## src/rtl/mod12_disp_pkg.sv

```systemverilog
// -----------------------------------------------------------------------------
// mod12_disp_pkg
// Shared constants and types for the mod-12 seven-segment display stage:
//   - active-low segment encodings ({g,f,e,d,c,b,a}) for digits 0..9, 'E', blank
//   - active-low anode patterns for "all off", ones digit and tens digit
//   - scan_sel_t naming which digit slot is being refreshed
//   - split_digits(): splits a 4-bit counter value into tens/ones digits
// No ports (package).
// -----------------------------------------------------------------------------
package mod12_disp_pkg;

    localparam int unsigned DIN_W   = 4;
    localparam int unsigned SEG_W   = 7;
    localparam int unsigned AN_W    = 4;
    localparam int unsigned DIGIT_W = 4;

    // Active-low segment patterns, bit order {g,f,e,d,c,b,a}.
    localparam logic [SEG_W-1:0] SEG_DIGIT [0:9] = '{
        7'b1000000,  // 0
        7'b1111001,  // 1
        7'b0100100,  // 2
        7'b0110000,  // 3
        7'b0011001,  // 4
        7'b0010010,  // 5
        7'b0000010,  // 6
        7'b1111000,  // 7
        7'b0000000,  // 8
        7'b0010000   // 9
    };
    localparam logic [SEG_W-1:0] SEG_E     = 7'b0000110;
    localparam logic [SEG_W-1:0] SEG_BLANK = 7'b1111111;

    // Active-low anode enables; an[3:2] are never driven low.
    localparam logic [AN_W-1:0] AN_OFF = 4'b1111;
    localparam logic [AN_W-1:0] AN_D0  = 4'b1110;
    localparam logic [AN_W-1:0] AN_D1  = 4'b1101;

    // Digit code fed to the decoder for an out-of-range counter value.
    localparam logic [DIGIT_W-1:0] DIGIT_ERR = 4'hE;

    typedef enum logic {
        ONES = 1'b0,
        TENS = 1'b1
    } scan_sel_t;

    typedef struct packed {
        logic               valid;
        logic [DIGIT_W-1:0] tens;
        logic [DIGIT_W-1:0] ones;
    } digits_t;

    // Split a mod-12 value into decimal digits; 12..15 are flagged invalid
    // and carry the error code in the ones position.
    function automatic digits_t split_digits(input logic [DIN_W-1:0] v);
        digits_t d;
        d.valid = 1'b1;
        d.tens  = '0;
        d.ones  = DIGIT_W'(v);
        if (v > DIN_W'(11)) begin
            d.valid = 1'b0;
            d.tens  = '0;
            d.ones  = DIGIT_ERR;
        end else if (v > DIN_W'(9)) begin
            d.tens  = DIGIT_W'(1);
            d.ones  = DIGIT_W'(v - DIN_W'(10));
        end
        return d;
    endfunction

endpackage : mod12_disp_pkg

```

## src/rtl/mod12_seg7_disp_decode.sv

```systemverilog
// -----------------------------------------------------------------------------
// seg7_decode
// Combinational BCD digit to active-low seven-segment decoder.
// Codes 10..15 all display 'E'.
// Ports:
//   digit  in  4  digit code
//   seg    out 7  segments {g,f,e,d,c,b,a}, active-low (combinational)
// -----------------------------------------------------------------------------
module seg7_decode
    import mod12_disp_pkg::*;
(
    input  logic [DIGIT_W-1:0] digit,
    output logic [SEG_W-1:0]   seg
);

    // Explicit case keeps the table lookup in range for every input code.
    always_comb begin
        seg = SEG_E;
        case (digit)
            4'd0:    seg = SEG_DIGIT[0];
            4'd1:    seg = SEG_DIGIT[1];
            4'd2:    seg = SEG_DIGIT[2];
            4'd3:    seg = SEG_DIGIT[3];
            4'd4:    seg = SEG_DIGIT[4];
            4'd5:    seg = SEG_DIGIT[5];
            4'd6:    seg = SEG_DIGIT[6];
            4'd7:    seg = SEG_DIGIT[7];
            4'd8:    seg = SEG_DIGIT[8];
            4'd9:    seg = SEG_DIGIT[9];
            default: seg = SEG_E;
        endcase
    end

endmodule : seg7_decode

```

## src/rtl/mod12_seg7_disp.sv

```systemverilog
// -----------------------------------------------------------------------------
// mod12_seg7_disp
// Display stage for a mod-12 counter: captures the value, splits it into two
// decimal digits and time-multiplexes them onto a common-anode 4-digit
// seven-segment display, with an all-anodes-off guard window at the start of
// every digit slot to prevent ghosting.
//
// Build option: define LEADING_ZERO_BLANK_EN to leave the tens digit fully
// dark when it is a leading zero (default: the tens digit shows '0').
//
// Parameters:
//   REFRESH_DIV  clock cycles per digit slot (>= 4)
//   GUARD_CYC    dark cycles at the start of each slot (1..REFRESH_DIV-2)
// Ports:
//   clk      in  1  system clock
//   rst      in  1  synchronous, active-high reset
//   din      in  4  counter value to display
//   din_vld  in  1  capture strobe for din
//   an       out 4  anode enables, active-low (registered)
//   seg      out 7  segments {g,f,e,d,c,b,a}, active-low (registered)
//   dp       out 1  decimal point, active-low, held off
// -----------------------------------------------------------------------------
module mod12_seg7_disp
    import mod12_disp_pkg::*;
#(
    parameter int unsigned REFRESH_DIV = 100_000,
    parameter int unsigned GUARD_CYC   = 16
) (
    input  logic             clk,
    input  logic             rst,
    input  logic [DIN_W-1:0] din,
    input  logic             din_vld,
    output logic [AN_W-1:0]  an,
    output logic [SEG_W-1:0] seg,
    output logic             dp
);

    localparam int unsigned CNT_W = $clog2(REFRESH_DIV);
    localparam logic [CNT_W-1:0] CNT_MAX   = CNT_W'(REFRESH_DIV - 1);
    localparam logic [CNT_W-1:0] GUARD_END = CNT_W'(GUARD_CYC);

`ifdef LEADING_ZERO_BLANK_EN
    localparam bit LZ_BLANK = 1'b1;
`else
    localparam bit LZ_BLANK = 1'b0;
`endif

    logic [DIN_W-1:0] din_q,     din_d;
    logic [CNT_W-1:0] ref_cnt_q, ref_cnt_d;
    scan_sel_t        scan_sel_q, scan_sel_d;
    logic [AN_W-1:0]  an_q,      an_d;
    logic [SEG_W-1:0] seg_q,     seg_d;

    logic             wrap_c;
    digits_t          digits_c;
    logic [DIGIT_W-1:0] dec_digit_c;
    logic [SEG_W-1:0] dec_seg_c;
    logic             tens_dark_c;

    // State register.
    always_ff @(posedge clk) begin
        if (rst) begin
            din_q      <= '0;
            ref_cnt_q  <= '0;
            scan_sel_q <= ONES;
            an_q       <= AN_OFF;
            seg_q      <= SEG_BLANK;
        end else begin
            din_q      <= din_d;
            ref_cnt_q  <= ref_cnt_d;
            scan_sel_q <= scan_sel_d;
            an_q       <= an_d;
            seg_q      <= seg_d;
        end
    end

    // Next state: capture and refresh counter. Capture and slot wrap are
    // independent, so a strobe on the wrap cycle simply does both.
    always_comb begin
        din_d      = din_q;
        ref_cnt_d  = ref_cnt_q + CNT_W'(1);
        scan_sel_d = scan_sel_q;
        wrap_c     = (ref_cnt_q == CNT_MAX);

        if (din_vld) begin
            din_d = din;
        end

        if (wrap_c) begin
            ref_cnt_d  = '0;
            scan_sel_d = (scan_sel_q == ONES) ? TENS : ONES;
        end
    end

    // Digit split and the single shared decoder, steered by the active slot.
    always_comb begin
        digits_c    = split_digits(din_q);
        dec_digit_c = (scan_sel_q == ONES) ? digits_c.ones : digits_c.tens;
        // Tens slot stays dark for invalid values, and for a leading zero
        // when blanking is enabled.
        tens_dark_c = !digits_c.valid
                   || (LZ_BLANK && (digits_c.tens == '0));
    end

    seg7_decode u_decode (
        .digit (dec_digit_c),
        .seg   (dec_seg_c)
    );

    // Output next values: guard window first, then the active digit.
    always_comb begin
        an_d  = AN_OFF;
        seg_d = SEG_BLANK;

        if (ref_cnt_q >= GUARD_END) begin
            if (scan_sel_q == ONES) begin
                an_d  = AN_D0;
                seg_d = dec_seg_c;
            end else if (!tens_dark_c) begin
                an_d  = AN_D1;
                seg_d = dec_seg_c;
            end
        end
    end

    assign an  = an_q;
    assign seg = seg_q;
    assign dp  = 1'b1;

endmodule : mod12_seg7_disp
```

## config.mk

```make
export PLATFORM = sky130hd
export DESIGN_NAME = mod12_seg7_disp
export DESIGN_NICKNAME = d
export VERILOG_FILES = /design/src/rtl/mod12_disp_pkg.sv /design/src/rtl/mod12_seg7_disp_decode.sv /design/src/rtl/mod12_seg7_disp.sv
export SDC_FILE = /design/constraint.sdc
export NUM_CORES = 1
export LEC_CHECK = 0
export CAP_MARGIN = 40
export CORE_ASPECT_RATIO = 0.8
export CORE_MARGIN = 2
export CORE_UTILIZATION = 58
export CTS_CLUSTER_SIZE = 12
export DETAILED_ROUTE_END_ITERATION = 10
export MAX_ROUTING_LAYER = met4
export PLACE_DENSITY = 0.83
export REMOVE_ABC_BUFFERS = 1
export SLEW_MARGIN = 0
export SYNTH_ARGS = -nofsm -noshare
export SYNTH_HDL_FRONTEND = slang
export SYNTH_SLANG_ARGS = --single-unit
```

## constraint.sdc

```tcl
create_clock -name clk -period 3.2 [get_ports clk]
set_input_delay 0.96 -clock clk [delete_from_list [all_inputs] [get_ports clk]]
set_output_delay 0.96 -clock clk [all_outputs]
set_load 0.05 [all_outputs]
```

==> Word level (Yosys, flattened, before mapping) <==
Memories as Yosys holds them, arrays and structs flattened.
Cells that the tools add are included.
{ "totals": {"output_inout_bits": 12, "reg_bits": 32, "memories": 1, "in_bits": 7, "mem_bits_ro": 112} }
{ "op_classes": {"add_sub_neg": 2, "mux": 8, "n_eq_ne": 1, "bitwise_logic": 2, "reduce_logical": 3, "n_lt_le_gt_ge": 3} }
{ "memory_table": {"columns": ["memory", "depth", "word_bits", "read_ports", "rd_ports_with_merged_regs", "wr", "line_no", "rtl"], "rows": [
  ["(name not given)", 16, 7, 1, 0, 0, "mod12_seg7_disp_decode.sv:19", "case (digit)"]
]} }
{ "op_table": {"columns": ["operator", "count"], "rows": [
  ["$add A17 B1 Y17 const B", 1],
  ["$eq A17 B17 Y1 const B", 1],
  ["$ge A17 B5 Y1 const B", 1],
  ["$mux W7", 2],
  ["$mux W5", 2],
  ["$gt A4 B4 Y1 const B", 2],
  ["$mux W4", 1],
  ["$reduce_or A2 Y1", 2],
  ["$sub A4 B4 Y4 const B", 1],
  ["$reduce_or A3 Y1", 1],
  ["$mux W1", 2],
  ["$mux W2", 1],
  ["$not A1 Y1", 2]
]} }

==> Longest topological paths before layout <==
An unclocked memory read counts as a cell.
{ "logic_depth": {"word_depth": 7, "ltp_mapped": 9, "ltp_nobuf": 8} }

==> Modules after synthesis <==
A second synthesis with hierarchy kept.
{ "hier_totals": {"cells_unflattened": 175, "hier_area_um2": 1515.2} }
{ "by_module_without_submodules": {"columns": ["module", "seq_area_each_um2", "cells_per_inst", "instances", "area_per_inst_um2"], "rows": [
  ["mod12_seg7_disp", 620.6, 148, 1, 1328.8],
  ["seg7_decode", 0.0, 27, 1, 186.4]
]} }

==> Least setup slack after synthesis <==
Ideal clock, no wire load.
{ "synth_path": {"path_type": "reg-to-reg", "startpoint": "reg scan_sel_q", "endpoint": "reg seg_q[4] (netlist: seg[4])", "setup_ps": 82, "required_ps": 3118, "synth_period_minus_slack_ps": 2039, "arrival_time_ps": 1957, "slack_ps": 1161, "path_stages_with_launch": 8, "path_cell_list": "dfxtp_1 -> clkbuf_1 -> nand2_1 -> o21ai_0 -> inv_1 -> ha_1 -> or4b_2 -> o2111ai_1"} }
{ "synth_via": {"elab_chain_len": 4} }
{ "synth_rtl": {"columns": ["element", "line_no", "rtl"], "rows": [
  ["from (decl)", "mod12_seg7_disp.sv:50", "scan_sel_t scan_sel_q, scan_sel_d;"],
  ["from (signal assigned)", "mod12_seg7_disp.sv:71", "scan_sel_q <= scan_sel_d;"],
  ["$mux W4", "mod12_seg7_disp.sv:98", "dec_digit_c = (scan_sel_q == ONES) ? digits_c.ones : digits_c.tens;"],
  ["$mem_v2 Z16 W7", null, null],
  ["$mux W7", "mod12_seg7_disp.sv:119", "end else if (!tens_dark_c) begin"],
  ["$mux W7 (*)", "mod12_seg7_disp.sv:116", "if (scan_sel_q == ONES) begin"],
  ["to (signal assigned)", "mod12_seg7_disp.sv:73", "seg_q <= seg_d;"],
  ["to (decl)", "mod12_seg7_disp.sv:52", "logic [SEG_W-1:0] seg_q, seg_d;"]
]} }
Mark *: on every way between the ends. The rest lies on a longest branch, timed or not.
A chain may end at the register's enable or synchronous reset.

==> Final worst setup path <==
{ "layout_path": {"startpoint": "reg seg_q[4] (netlist: seg[4])", "endpoint": "out seg[4]"} }
{ "layout_lines": {"columns": ["element", "line_no", "rtl"], "rows": [
  ["to (decl)", "mod12_seg7_disp.sv:34", "output logic [SEG_W-1:0] seg,"]
]} }
No word-level cell between the ends.

==> metrics.cfg <==
[setup_path]
cp_slowest_stage_delay_ns = 0.79
required_ns = 2.24
worst-path-max-fanout = 1
start_kind = register
critPathKind = reg -> out
endpoint_kind = output pin
path_buf_inv = 1
crit_chain = clkdlybuf4s50_1
worstPathArrival_ns = 1.45
crit_slowest_cell = clkdlybuf4s50_1
crit_family = buffers and inverters

[power_and_ir_drop]
switching_share_pct = 24.75
internal_power_mw = 0.5030
max-vdd-ir-drop_mv = 0.2618
p_per_area_nw_per_um2 = 391.1
p_comb_share_pct = 8.7
seqPwrFrac_pct = 60.2
p_clk_share_pct = 31.1
p_leak_nw = 0.6290
p_sw_mw = 0.1655

[clock_tree]
cts_sinks = 31
hold_buffers = 0
post_cts_buffers = 0
clock_path_buffers = 2
cts_made_buffers = 5
clk_latency_ns = 0.33
clk_pin_slew_worst_paths_ns = 0.09
cts_max_level = 2
cts_tree = done
cts_resized = 0
cts-root-buf = clkbuf_4

[timing]
rsz0062_at_grt = no
setup_tns_ns = 0
setup_slack_ns = 0.7926
fin_crit_sh_pct = 75.23
worst_pin_slew_ns = 0.6450
slew_viol_final = 0
skew_ns = 0.007699
fin_crit_ns = 2.407
final-setup-viol-count = 0
fmaxAchievable_mhz = 415.4
max_slew_margin_pct = 56.80
hold_viol = 0

[die]
rows = 16
die_area_um2 = 3037
start_util_pct = 61.48
fp.coreArea_um2 = 2462
io-pin-count = 19
die_x_um = 61.12
dieHeight_um = 49.70

[place]
dp_hpwl_mm = 2.189
preCtsSetupSlack_ns = 0.7578
gp_congestion = 0.8922
dp_cells = 219
portBuffers = 15

[synthesis]
synth_top_area_cell = dfxtp_1
ys_seq_area_share_pct = 40.99
synth_top_area_share_pct = 40.99
syn_area_um2 = 1514
yosysWarnings = 0
yosys-top-cells-area = dfxtp_1, nor2_1, ha_1
synth.avg_cell_area_um2 = 8.553
netlist_instances = 177
synth_seq_cells = 31
ys_types = 34

[drt]
routedWlPerCell_um = 13.17
viasPerCell = 5.590
vias = 1269
drtPass1Iterations = 4
wirelength_mm = 2.989
ant_nets = 0
drc = 0
drtIter0Drc = 59

[cells_and_area]
areaGrowthSynthToFinish_pct = 12.89
finalNonFillerCells = 227
layout_commonest_cell = dfxtp_1
final_cell_mix = dfxtp_1, nor2_1, clkdlybuf4s50_1
drive_gt1_share_pct = 5.759
nNetsFinal = 204
antennaDiodeCount = 0

[flow_run]
cap_violations = 0

[global_routing]
grt_pass1_vias = 1143
grt_usage_pct = 22.86
grt.overflow.total = 0
antenna_found_initial = 0
grt_max_degree = 17
grt_pass1_wl_mm = 4.940

[status]
run_status = completed

[hold_path]
hold_path_class = reg -> reg

[kinds of logic after synthesis]
family                     count (synthesis)  synth area share [%]
AOI/OAI and AO/OA                         26                 10.83
muxes                                      5                 3.388
xor gates and xnor gates                  13                 7.521
adders and majority gates                  7                 5.785
DFF                                       31                 40.99
and+or+nand+nor                           76                 25.70
buffers and inverters                     18                 5.537
other                                      1                0.2477
[routing by layer]
layer | share of wire [%] | GRT usage, % | vias to the layer above
met5 | 0 | - | -
met4 | 2.0 | 10.14 | 0
met3 | 6.3 | 7.349 | 9
met2 | 45 | 32.27 | 48
met1 | 47 | 29.68 | 585
li1 | - | - | 627
[layout make-up]
cell class	instances	area [um^2]
inverters	7	26.28
repair buffers	15	150.1
clock inverters	1	5.005
fillers	202	753.2
flip-flops and latches	31	620.6
multi-input cells	130	817.0
clock buffers	7	45.04
well taps	36	45.04
[synthesized netlist by cell type]
| cell type | count |
|---|---|
| nor3_1 | 2 |
| o211ai_1 | 1 |
| and4_1 | 1 |
| xnor2_1 | 8 |
| nand2b_1 | 6 |
| dfxtp_1 | 31 |
| xor2_1 | 5 |
| o2111ai_1 | 1 |
| nand2_1 | 11 |
| a21boi_0 | 1 |
| buf_2 | 1 |
| nor2b_1 | 1 |
| a31oi_1 | 1 |
| and3_1 | 3 |
| mux2i_1 | 4 |
| a21oi_1 | 8 |
| ha_1 | 7 |
| o21bai_4 | 1 |
| or3_1 | 2 |
| or4_4 | 2 |
| nand4_1 | 7 |
| mux2_2 | 1 |
| a21o_1 | 2 |
| clkbuf_1 | 6 |
| o21ai_0 | 9 |
| o31ai_1 | 2 |
| nand3_1 | 10 |
| or4b_2 | 1 |
| nor4_1 | 3 |
| conb_1 | 1 |
| nor2_1 | 25 |
| buf_4 | 4 |
| or4_1 | 2 |
| inv_1 | 7 |
[flip-flops by register name, indices dropped and copies added, names as in the netlist]
name / flops
an: 2
din_q: 4
ref_cnt_q: 17
scan_sel_q: 1
seg: 7
[final timing paths]
path / startpoint / to / slack, ns / cells past startpoint
hold reg to reg: ref_cnt_q[0] / ref_cnt_q[0] / 0.49 / 1
hold / removal: ref_cnt_q[0] / ref_cnt_q[0] / 0.49 / 1
setup reg to reg: scan_sel_q / seg[4] / 0.94 / 6
setup / recovery: seg[4] / seg[4] / 0.79 / 1
[metrics by stage]
stage	util [%]	area (um^2)	hold WS, ns	power [mW]
3_3_place_gp	67.38	1659	0.4526	0.4655
4_1_cts	69.41	1709	0.4945	0.6760
5_1_grt	69.41	1709	0.5308	0.7036
6_report	69.41	1709	0.4879	0.6684
2_1_floorplan	-	1464	0.4377	0.4486
3_5_place_dp	67.38	1659	0.4732	0.4692
[power by group through the flow]
stage	combinational (mW)	clock, mW	sequential (mW)
after CTS	0.0582	0.216	0.402
after global placement	0.0548	0	0.411
after detailed placement	0.0578	0	0.411
after global routing	0.0648	0.235	0.404
final	0.0584	0.208	0.402
after floorplan	0.0402	0	0.408
Power figures use the tool's default switching activity.
